`config.mk`:
```
export PLATFORM = sky130hd
export DESIGN_NAME = operand_loader
export DESIGN_NICKNAME = d
export VERILOG_FILES = /design/src/rtl/operand_loader.sv
export SDC_FILE = /design/constraint.sdc
export NUM_CORES = 1
export LEC_CHECK = 0
export ABC_CLOCK_PERIOD_IN_PS = 2000
export BUFFER_PORTS_ARGS = -buffer_cell sky130_fd_sc_hd__clkbuf_2
export CAP_MARGIN = 20
export CORE_ASPECT_RATIO = 0.75
export CORE_MARGIN = 2
export CORE_UTILIZATION = 51
export CTS_CLUSTER_SIZE = 28
export DETAILED_ROUTE_END_ITERATION = 10
export GPL_TIMING_DRIVEN = 1
export PLACE_DENSITY = 0.81
export SLEW_MARGIN = 10
export SYNTH_ARGS = -nofsm -noshare
export SYNTH_HDL_FRONTEND = slang
export SYNTH_SLANG_ARGS = --single-unit
```
`constraint.sdc`:
```
create_clock -name CLK -period 2 [get_ports CLK]
set_input_delay 0.2 -clock CLK [delete_from_list [all_inputs] [get_ports CLK]]
set_output_delay 0.2 -clock CLK [all_outputs]
set_load 0.1 [all_outputs]
```
`src/rtl/operand_loader.sv`:
```
// Two-press operand loader: debounces BTN_LOAD, captures OP_A then OP_B from SW,
// pulses MULT_START and waits (with timeout) for the multiplier to finish.
module operand_loader #(
    parameter int WIDTH     = 8,
    parameter int DB_CYCLES = 4,
    parameter int TIMEOUT   = 64
) (
    input  logic               CLK,
    input  logic               RST,
    input  logic [2*WIDTH-1:0] SW,
    input  logic               BTN_LOAD,
    input  logic               MULT_DONE,
    output logic [WIDTH-1:0]   OP_A,
    output logic [WIDTH-1:0]   OP_B,
    output logic               MULT_START,
    output logic               BUSY,
    output logic               ERR,
    output logic [1:0]         STATE
);

    typedef enum logic [1:0] {
        S_A    = 2'b00,
        S_B    = 2'b01,
        S_RUN  = 2'b10,
        S_WAIT = 2'b11
    } state_t;

    localparam logic [15:0] DB_MAX  = 16'(DB_CYCLES);
    localparam logic [15:0] TO_LAST = 16'(TIMEOUT - 1);

    state_t          state, state_next;
    logic [15:0]     db_cnt;
    logic [15:0]     to_cnt, to_next;
    logic [WIDTH-1:0] op_a_next, op_b_next;
    logic            start_next, err_next;
    logic            press;

    // The event fires only on the count's transition into saturation, so a held
    // button produces a single press until it is released.
    assign press = BTN_LOAD && (db_cnt == DB_MAX - 16'd1);

    // NOTE: sequential state uses non-blocking assignments so every register
    // samples pre-edge values, independent of statement order.
    always_ff @(posedge CLK or posedge RST) begin
        if (RST) begin
            db_cnt <= '0;
        end else if (!BTN_LOAD) begin
            db_cnt <= '0;
        end else if (db_cnt != DB_MAX) begin
            db_cnt <= db_cnt + 16'd1;
        end
    end

    always_ff @(posedge CLK or posedge RST) begin
        if (RST) begin
            state      <= S_A;
            to_cnt     <= '0;
            OP_A       <= '0;
            OP_B       <= '0;
            MULT_START <= 1'b0;
            ERR        <= 1'b0;
        end else begin
            state      <= state_next;
            to_cnt     <= to_next;
            OP_A       <= op_a_next;
            OP_B       <= op_b_next;
            MULT_START <= start_next;
            ERR        <= err_next;
        end
    end

    // NOTE: every output of this block is defaulted first, so no path can
    // leave a value unassigned and infer a latch.
    always_comb begin
        state_next = state;
        to_next    = to_cnt;
        op_a_next  = OP_A;
        op_b_next  = OP_B;
        start_next = 1'b0;
        err_next   = ERR;
        unique case (state)
            S_A: begin
                if (press) begin
                    op_a_next  = SW[WIDTH-1:0];
                    err_next   = 1'b0;
                    state_next = S_B;
                end
            end
            S_B: begin
                if (press) begin
                    op_b_next  = SW[2*WIDTH-1:WIDTH];
                    start_next = 1'b1;
                    state_next = S_RUN;
                end
            end
            S_RUN: begin
                to_next    = '0;
                state_next = S_WAIT;
            end
            S_WAIT: begin
                // Completion wins over a coincident timeout expiry.
                if (MULT_DONE) begin
                    state_next = S_A;
                end else if (to_cnt == TO_LAST) begin
                    err_next   = 1'b1;
                    state_next = S_A;
                end else begin
                    to_next = to_cnt + 16'd1;
                end
            end
            default: state_next = S_A;
        endcase
    end

    assign STATE = state;
    assign BUSY  = state[1];

endmodule
```
### After elaboration in Yosys (flattened, before gate mapping)

Cells that the tools add are included.

* register bits: 52
* bits of input ports: 20
* output and inout bits: 21
* logic and storage cells: 47

* add/sub/neg operators: 2
* eq/ne operators: 13
* mux-type cells: 16
* reductions and logical operators: 9

Operators by type and width (number)
* two-way mux 16 bit: 4
* adder 16 x 1 -> 16 bit (second input constant): 2
* case mux 16 bit (2 select lines): 1
* == test 16 x 2 -> 1 bit (second input constant): 1
* == test 16 x 6 -> 1 bit (second input constant): 1
* inequality test 16 x 3 -> 1 bit (second input constant): 1
* inequality test 2 bit (second input constant): 5
* two-way mux 2 bit: 4
* case mux 2 bit (4 select lines): 1
* AND reduction 3 bit: 2
* two-way mux 1 bit: 5
* == test 2 bit (second input constant): 2
* AND reduction 2 bit: 2
* AND reduction 4 bit: 1
* nonzero test 2 bit: 2
* inequality test 3 bit (second input constant): 1
* == test 2 x 1 -> 1 bit (second input constant): 1
* logical NOT 2 bit: 1
* inequality test 2 x 1 -> 1 bit (second input constant): 1
* case mux 1 bit (2 select lines): 1
* logical AND 1 bit: 1

### Depth between registers and ports, before layout

Gate-level depths: netlist of the first run.

* word-level depth: 4
* depth in mapped cells: 8

### Least setup slack after synthesis of the first run

OpenSTA, ideal clock, no wires.

* kind: register to register
* start: register state[1] (netlist: STATE[1])
* end: register to_cnt[11]
* data arrival time: 2.567 ns
* slack: -0.645 ns
* cell stages (with the launch flop): 7
* buffers on the path: 1
* clock period less this slack: 2.645 ns
* cell sequence: dfrtp_1 > ha_1 > nor2b_1 > or2b_1 > buf_6 > or4_1 > a21boi_1

* cells in the longest elaborated chain, start to end: 3
* elaborated cells between the ends (all ways): 7

Ends and longest elaborated chain
* start: declaration: RTL line 31 `state_t state, state_next;`
* start signal: assignment: RTL line 63 `state <= state_next;`
* == test 2 bit: RTL line 81 `unique case (state)`
* inequality test 2 bit (no line) or nonzero test 2 bit (tied branches)
* AND reduction 3 bit (no line)
* end signal: assignment: RTL line 64 `to_cnt <= to_next;`
* end: declaration: RTL line 33 `logic [15:0] to_cnt, to_next;`

Several ways; a longest one is shown, not always the timed one.
A chain may end at the register's enable or synchronous reset.

### Worst setup path after layout of the first run

* start: register to_cnt[1]
* end: register to_cnt[13]

* cells in the longest elaborated chain, start to end: 4
* elaborated cells between the ends (all ways): 7

Ends and longest elaborated chain
* adder 16 x 1 -> 16 bit: RTL line 108 `to_next = to_cnt + 16'd1;`
* two-way mux 16 bit: RTL line 104 `end else if (to_cnt == TO_LAST) begin`
* two-way mux 16 bit: RTL line 102 `if (MULT_DONE) begin`
* case mux 16 bit (2 select lines): RTL line 81

Several ways; a longest one is shown, not always the timed one. The select of a mux whose other input is x is not followed.

==> results.yml, run 1 <==
status:
  status: "finished, final reports clean"
pwr:
  p_leak_nw: 1.575
  vdd_drop_max_mv: 0.6104
  totalPowerFinal_mw: 3.641
  power_density_mw_per_mm2: 1154
routing:
  drtIter0Drc: 121
  antenna_left: 0
  drc_errors: 0
  routed_via_density: 5.560
  vias: 1996
  routed_wirelength_um: 5291
  wl_per_cell_um: 14.74
  firstDrtPassIters: 4
floorplan:
  start_util: 0.5300
  chipWidth_um: 86.17
  core_area_sq_mm: 0.004872
  dieArea_sq_mm: 0.005655
  die-height_um: 65.63
  io_pins: 41
  rows: 22
worst_setup_path:
  crit_path_start_kind: "register"
  cpPeakStageDelay_ns: 0.55
  crit_path_end_kind: "register"
  crit_type: "register to register"
  crit_fanout: 3
  critPathLaunch: "to_cnt[1]"
  crit_chain: "ha_1 -> or4bb_4 -> nor4_4 -> nor2_1 -> and3_1 -> a311o_1"
  r2r-start: "to_cnt[1]"
  path_buf_inv: 0
  slowest_stage: "or4bb_4"
  cpLargestDelayFamily: "simple AND/OR/NAND/NOR gates"
  crit_required_ns: 2.20
  arrival_ns: 2.18
timing:
  relSlewSlack: 0.5767
  fmax_mhz: 503.7
  fin_worst_skew_ns: 0.004529
  timing.hold.ws_ns: 0.03376
  drv_slew: 0
  postLayoutSetupSlackWorst_ns: 0.01455
  tightest_slew_ns: 0.6350
  period_needed_ns: 1.985
  final_hold_viol_count: 0
  post-route-period-util: 0.9927
  finalSetupViolCount: 0
  rsz0062_at_grt: "true"
finish:
  fin_area_sq_mm: 0.003156
  diodes: 0
  final_common_cell: "dfrtp_1"
  fin_cells: 359
  final_cell_mix: "dfrtp_1 (50), clkbuf_2 (40), buf_4 (24)"
  drive_gt1_frac: 0.3378
  fin_nets: 326
  layout-area-overhead-vs-synth_pct: 22.19
grt:
  antenna_found_initial: 0
  grt_pass1_wl_um: 8997
  grt_max_degree: 53
  track_usage: 0.2067
  grt_overflow_total: 0
  grt_pass1_vias: 1938
min_path:
  hold_class: "input pin to asynchronous set/reset pin"
synth:
  syn_avg_cell_area_sq_um: 11.13
  yosys_warnings: 0
  synth_seq_cells: 52
  netlist_area_sq_mm: 0.002582
  postSynth.asyncResetShare: 1.000
  synth_seq_area_share: 0.5039
  synth.distinct_cells: 46
  ys.flop_type: "dfrtp_1"
  synth_cells: 232
  synth_edf_count: 0
  syn-num-nets: 260
placement:
  dp_hpwl_um: 3688
  pre_cts_ws_ns: -0.02004
  portBuffers: 40
  place.gp.congestion: 0.9040
  place_area_sq_mm: 0.002999
  dp_cells: 347
clocking:
  clk_pin_slew_worst_paths_ns: 0.09
  h-tree-depth: 2
  cts_buffers: 5
  cts_hold_buf: 0
  clk_latency_ns: 0.31
  clock-sinks: 52
  cts_tree: "built"
  clockBufferDepth: 2
  cts-root-buf: "clkbuf_8"
run:
  drv_cap: 0
[flip-flops by register name, indices dropped and copies added (netlist names)]
name,count
ERR,1
STATE,2
MULT_START,1
OP_A,8
db_cnt,16
OP_B,8
to_cnt,16
[worst paths after layout]
| check | endpoint | slack [ns] | cells past startpoint |
|---|---|---|---|
| max | to_cnt[13] | 0.01 | 6 |
| min | OP_B[4] | 0.03 | 3 |
| max reg2reg | to_cnt[13] | 0.01 | 6 |
| min reg2reg | OP_B[0] | 0.50 | 1 |
| max in group asynchronous | STATE[0] | 1.52 | 3 |
| min in group CLK | OP_B[4] | 0.09 | 2 |
[per-layer routing]
layer  global-route usage  vias up  part of all wire
met1               0.2961      955              0.49
li1                     -      967                 -
met2               0.3072       64              0.42
met3              0.04020       10             0.066
met4              0.08730        0             0.019
met5                    0        -                 0
[timing repair]
action | CTS | global route
gates resized for setup | 2 | 8
endpoints found under the setup margin | 11 | 17
cloned | 0 | 1
buffers inserted | 0 | 3
[cell type report]
cell class	count	area, sq um
multi-input cells	166	1251
flip-flops and latches	52	1304
well taps	60	75.07
inverters	7	26.28
clock inverters	2	13.76
repair buffers	66	402.9
fillers	401	1717
clock buffers	6	82.58
[stage by stage]
step / util / TNS, ns
3_3_place_gp: 0.6156 / 0
3_5_place_dp: 0.6156 / -0.1167
6_report: 0.6477 / 0
2_1_floorplan: - / -0.09029
4_1_cts: 0.6366 / 0
5_1_grt: 0.6477 / -0.5463
[synthesized netlist by cell type, types with 2 or more instances]
cell      instances  area [sq um]
nand3_1          13         65.06
nor2_1            6         22.52
or3_1             3         18.77
mux2_2           12         135.1
nor3_1            6         30.03
ha_1              8         100.1
clkbuf_1          3         11.26
o21ai_0           4         20.02
o311ai_0          2         17.52
dfrtp_1          52          1301
o41ai_1           2         17.52
o211ai_1          2         15.01
inv_1             7         26.28
mux2i_1           8         80.08
buf_6             2         22.52
or4_1             4         30.03
nand2_1          22         82.58
nand2b_1          2         12.51
xnor2_1          10         87.58
and2_1           13         81.33
nand4_1           8         50.05
nor2b_1           2         12.51
nor4_1            2         12.51
xor2_1            3         26.28
and4_1            2         17.52
o31ai_1           4         30.03
a21oi_1           4         20.02
and3_1            4         25.02
mux2_1            4         45.04
a21boi_0          2         15.01
[report_power, final]
group | internal [mW] | leakage, nW | switching, mW
sequential | 1.19 | 0.705 | 0.106
combinational | 0.412 | 0.818 | 1.29
clock | 0.284 | 0.0516 | 0.354
total | 1.89 | 1.57 | 1.75
[cells by family after synthesis]
family / after synthesis / synth area share
multiplexers: 25 / 0.1066
AO/OA/AOI/OAI: 27 / 0.07413
adder cells (fa/ha/maj): 8 / 0.03876
buffers and inverters: 14 / 0.02810
flip-flops: 52 / 0.5039
XOR/XNOR: 13 / 0.04409
AND/OR/NAND/NOR: 93 / 0.2045
[worst min-delay path, stage by stage]
cell and delay, ns:
clkbuf_2 0.08, inv_2 0.03, buf_4 0.51
(Power assumes the default switching activity.)
==> run 2, diff against run 1 <==
Settings changed: ABC_AREA set to 1, ABC_CLOCK_PERIOD_IN_PS 2000 to 2150, CORE_UTILIZATION 51 to 57, PLACE_DENSITY 0.81 to 0.84, SKIP_LAST_GASP set to 1.
Clock period 2 ns to 2.15 ns, I/O delays scaled along.
==> run 2 against run 1 <==
Power rose by 13%. Sequential power barely moved. Cell count rose by 32%. Hold slack improved by 0.062 ns. Die area fell by 0.40%.
==> results.yml, run 2 <==
pwr:
  vdd_drop_max_mv: 0.3909
  power_density_mw_per_mm2: 1271
  p_leak_nw: 1.689
synth:
  synth_top_area_cell: "dfrtp_1"
  ys.flop_type: "dfrtp_1"
  synth_seq_area_share: 0.4528
  syn_avg_cell_area_sq_um: 7.747
  synth_seq_cells: 52
  ys_top_cells_by_area: "dfrtp_1 (45%), nand2_1 (14%), nand3_1 (6.1%)"
  synth_edf_count: 0
  netlist_area_sq_mm: 0.002874
  yosysMostFrequentCell: "nand2_1"
  postSynth.asyncResetShare: 1.000
  yosys-top-cells-count: "nand2_1 (109), dfrtp_1 (52), nor2_1 (41)"
  synth_cells: 371
  synth_top_cell_area_share: 0.4528
  synth.distinct_cells: 32
  syn-num-nets: 399
  yosys_warnings: 0
floorplan:
  io_pins: 41
  core_area_sq_mm: 0.004872
  rows: 22
  chipWidth_um: 85.99
  die-height_um: 65.50
  dieArea_sq_mm: 0.005632
  start_util: 0.5899
routing:
  vias: 2508
  drc_errors: 0
  routed_wirelength_um: 5856
  routed_via_density: 5.280
  antenna_left: 0
  drtIter0Drc: 123
  firstDrtPassIters: 4
  wl_per_cell_um: 12.33
finish:
  fin_nets: 442
  final_common_cell: "nand2_1"
  diodes: 0
  final_cell_mix: "nand2_1 (109), dfrtp_1 (52), nor2_1 (41)"
  finish.utilization: 0.6631
  top_regs: "db_cnt (16), to_cnt (16)"
  layout-area-overhead-vs-synth_pct: 12.41
  drive_gt1_frac: 0.1735
timing:
  post-route-period-util: 0.8609
  drv_slew: 0
  rsz0062_at_grt: "false"
  relSlewSlack: 0.5756
  final_hold_viol_count: 0
  tns_ns: 0
  tightest_slew_ns: 0.6351
  fin_worst_skew_ns: 0.01105
  fmax_mhz: 540.2
  finalSetupViolCount: 0
  period_needed_ns: 1.851
clocking:
  clockBufferDepth: 2
  cts_setup_buffers: 0
  clock-sinks: 52
  cts_tree: "built"
  clk_pin_slew_worst_paths_ns: 0.10
  h-tree-depth: 2
  cts-root-buf: "clkbuf_8"
  clk_latency_ns: 0.31
  cts_buffers: 5
grt:
  antenna_found_initial: 0
  grt_pass1_vias: 2309
  grt_pass1_wl_um: 10320
  grt_overflow_total: 0
  grt_max_degree: 29
  track_usage: 0.2284
worst_setup_path:
  crit_type: "register to register"
  crit_fanout: 15
  crit_required_ns: 2.41
  arrival_ns: 2.11
  crit_path_end_kind: "register"
  crit_path_start_kind: "register"
status:
  status: "finished, final reports clean"
placement:
  portBuffers: 40
  place.gp.congestion: 0.8499
  dp_hpwl_um: 4438
run:
  drv_cap: 0
min_path:
  hold_class: "input pin to register"
run 2: cell types whose count changed after synthesis, moves of 4 or more:
| cell | delta |
|---|---|
| mux2_2 | -12 |
| nand2_1 | +87 |
| mux2_1 | -4 |
| nor2_2 | +4 |
| nor2_1 | +35 |
| xnor2_1 | -7 |
| mux2i_1 | -8 |
| and3_1 | -4 |
| inv_2 | +8 |
| or4_1 | -4 |
| o21ai_1 | +27 |
| inv_1 | +23 |
| nand3_1 | +22 |
| and2_1 | -13 |
run 2: per-stage QoR:
step | cell area (sq um) | power, mW | setup slack (ns) | cells | hold slack, ns
6_report | 3231 | 4.106 | 0.2990 | 475 | 0.09580
3_5_place_dp | 3123 | 3.533 | 0.3555 | 466 | 0.2755
2_1_floorplan | 2874 | 3.179 | 0.002214 | 371 | 0.3317
3_3_place_gp | 3123 | 3.486 | 0.3895 | 466 | 0.2723
4_1_cts | 3231 | 4.118 | 0.3270 | 475 | 0.09753
5_1_grt | 3231 | 4.309 | 0.1468 | 475 | 0.09561
run 2: worst max-delay path: stages (launching register included):
cell and delay, ns:
dfrtp_1 0.45, nor2_1 0.14, nand3_1 0.10, nor2_1 0.11, nand2_1 0.37, buf_4 0.33
nor2_8 0.14, nand2_1 0.08, nand2_1 0.07
run 2: final timing paths:
check	cells past startpoint	startpoint	to	slack, ns
worst max-delay path	8	db_cnt[4]	OP_B[2]	0.30
worst min-delay path	3	SW[12]	OP_B[4]	0.1
worst max register to register	8	db_cnt[4]	OP_B[2]	0.30
worst min register to register	2	OP_B[0]	OP_B[0]	0.49
max in group asynchronous	4	RST	db_cnt[0]	1.13
min in group asynchronous	3	RST	OP_A[3]	0.49
run 2: what timing repair did:
item	in CTS	in global routing
hold endpoints to repair	24	0
hold buffers	1	0
endpoints found under the setup margin	0	0
resized for setup	0	0
run 2: layout make-up:
| type | instances | area [sq um] |
|---|---|---|
| fillers | 390 | 1642 |
| multi-input cells | 274 | 1376 |
| flip-flops and latches | 52 | 1301 |
| repair buffers | 43 | 237.7 |
| inverters | 38 | 142.6 |
| clock buffers | 6 | 82.58 |
| well taps | 60 | 75.07 |
| clock inverters | 2 | 15.01 |
run 2: report_power, final:
part / switching, mW / leakage (nW) / total (mW) / internal [mW]
Clock: 0.329 / 0.0434 / 0.590 / 0.261
Sequential: 0.146 / 0.707 / 1.33 / 1.18
Combinational: 1.86 / 0.938 / 2.19 / 0.333
run 2: logic make-up after synthesis:
logic type      share of synthesized area
xor+xnor                          0.02438
buf+inv                           0.06835
simple gates                       0.3326
fa+ha+maj                         0.03483
compound gates                    0.08707
flops                              0.4528
run 2: layer usage:
metal | vias to the layer above | GRT usage | routed length, um
met5 | - | 0 | 0
met4 | 0 | 0.05357 | 39
met3 | 4 | 0.04020 | 404
met2 | 86 | 0.3624 | 2559
met1 | 1135 | 0.3271 | 2854
li1 | 1283 | - | -
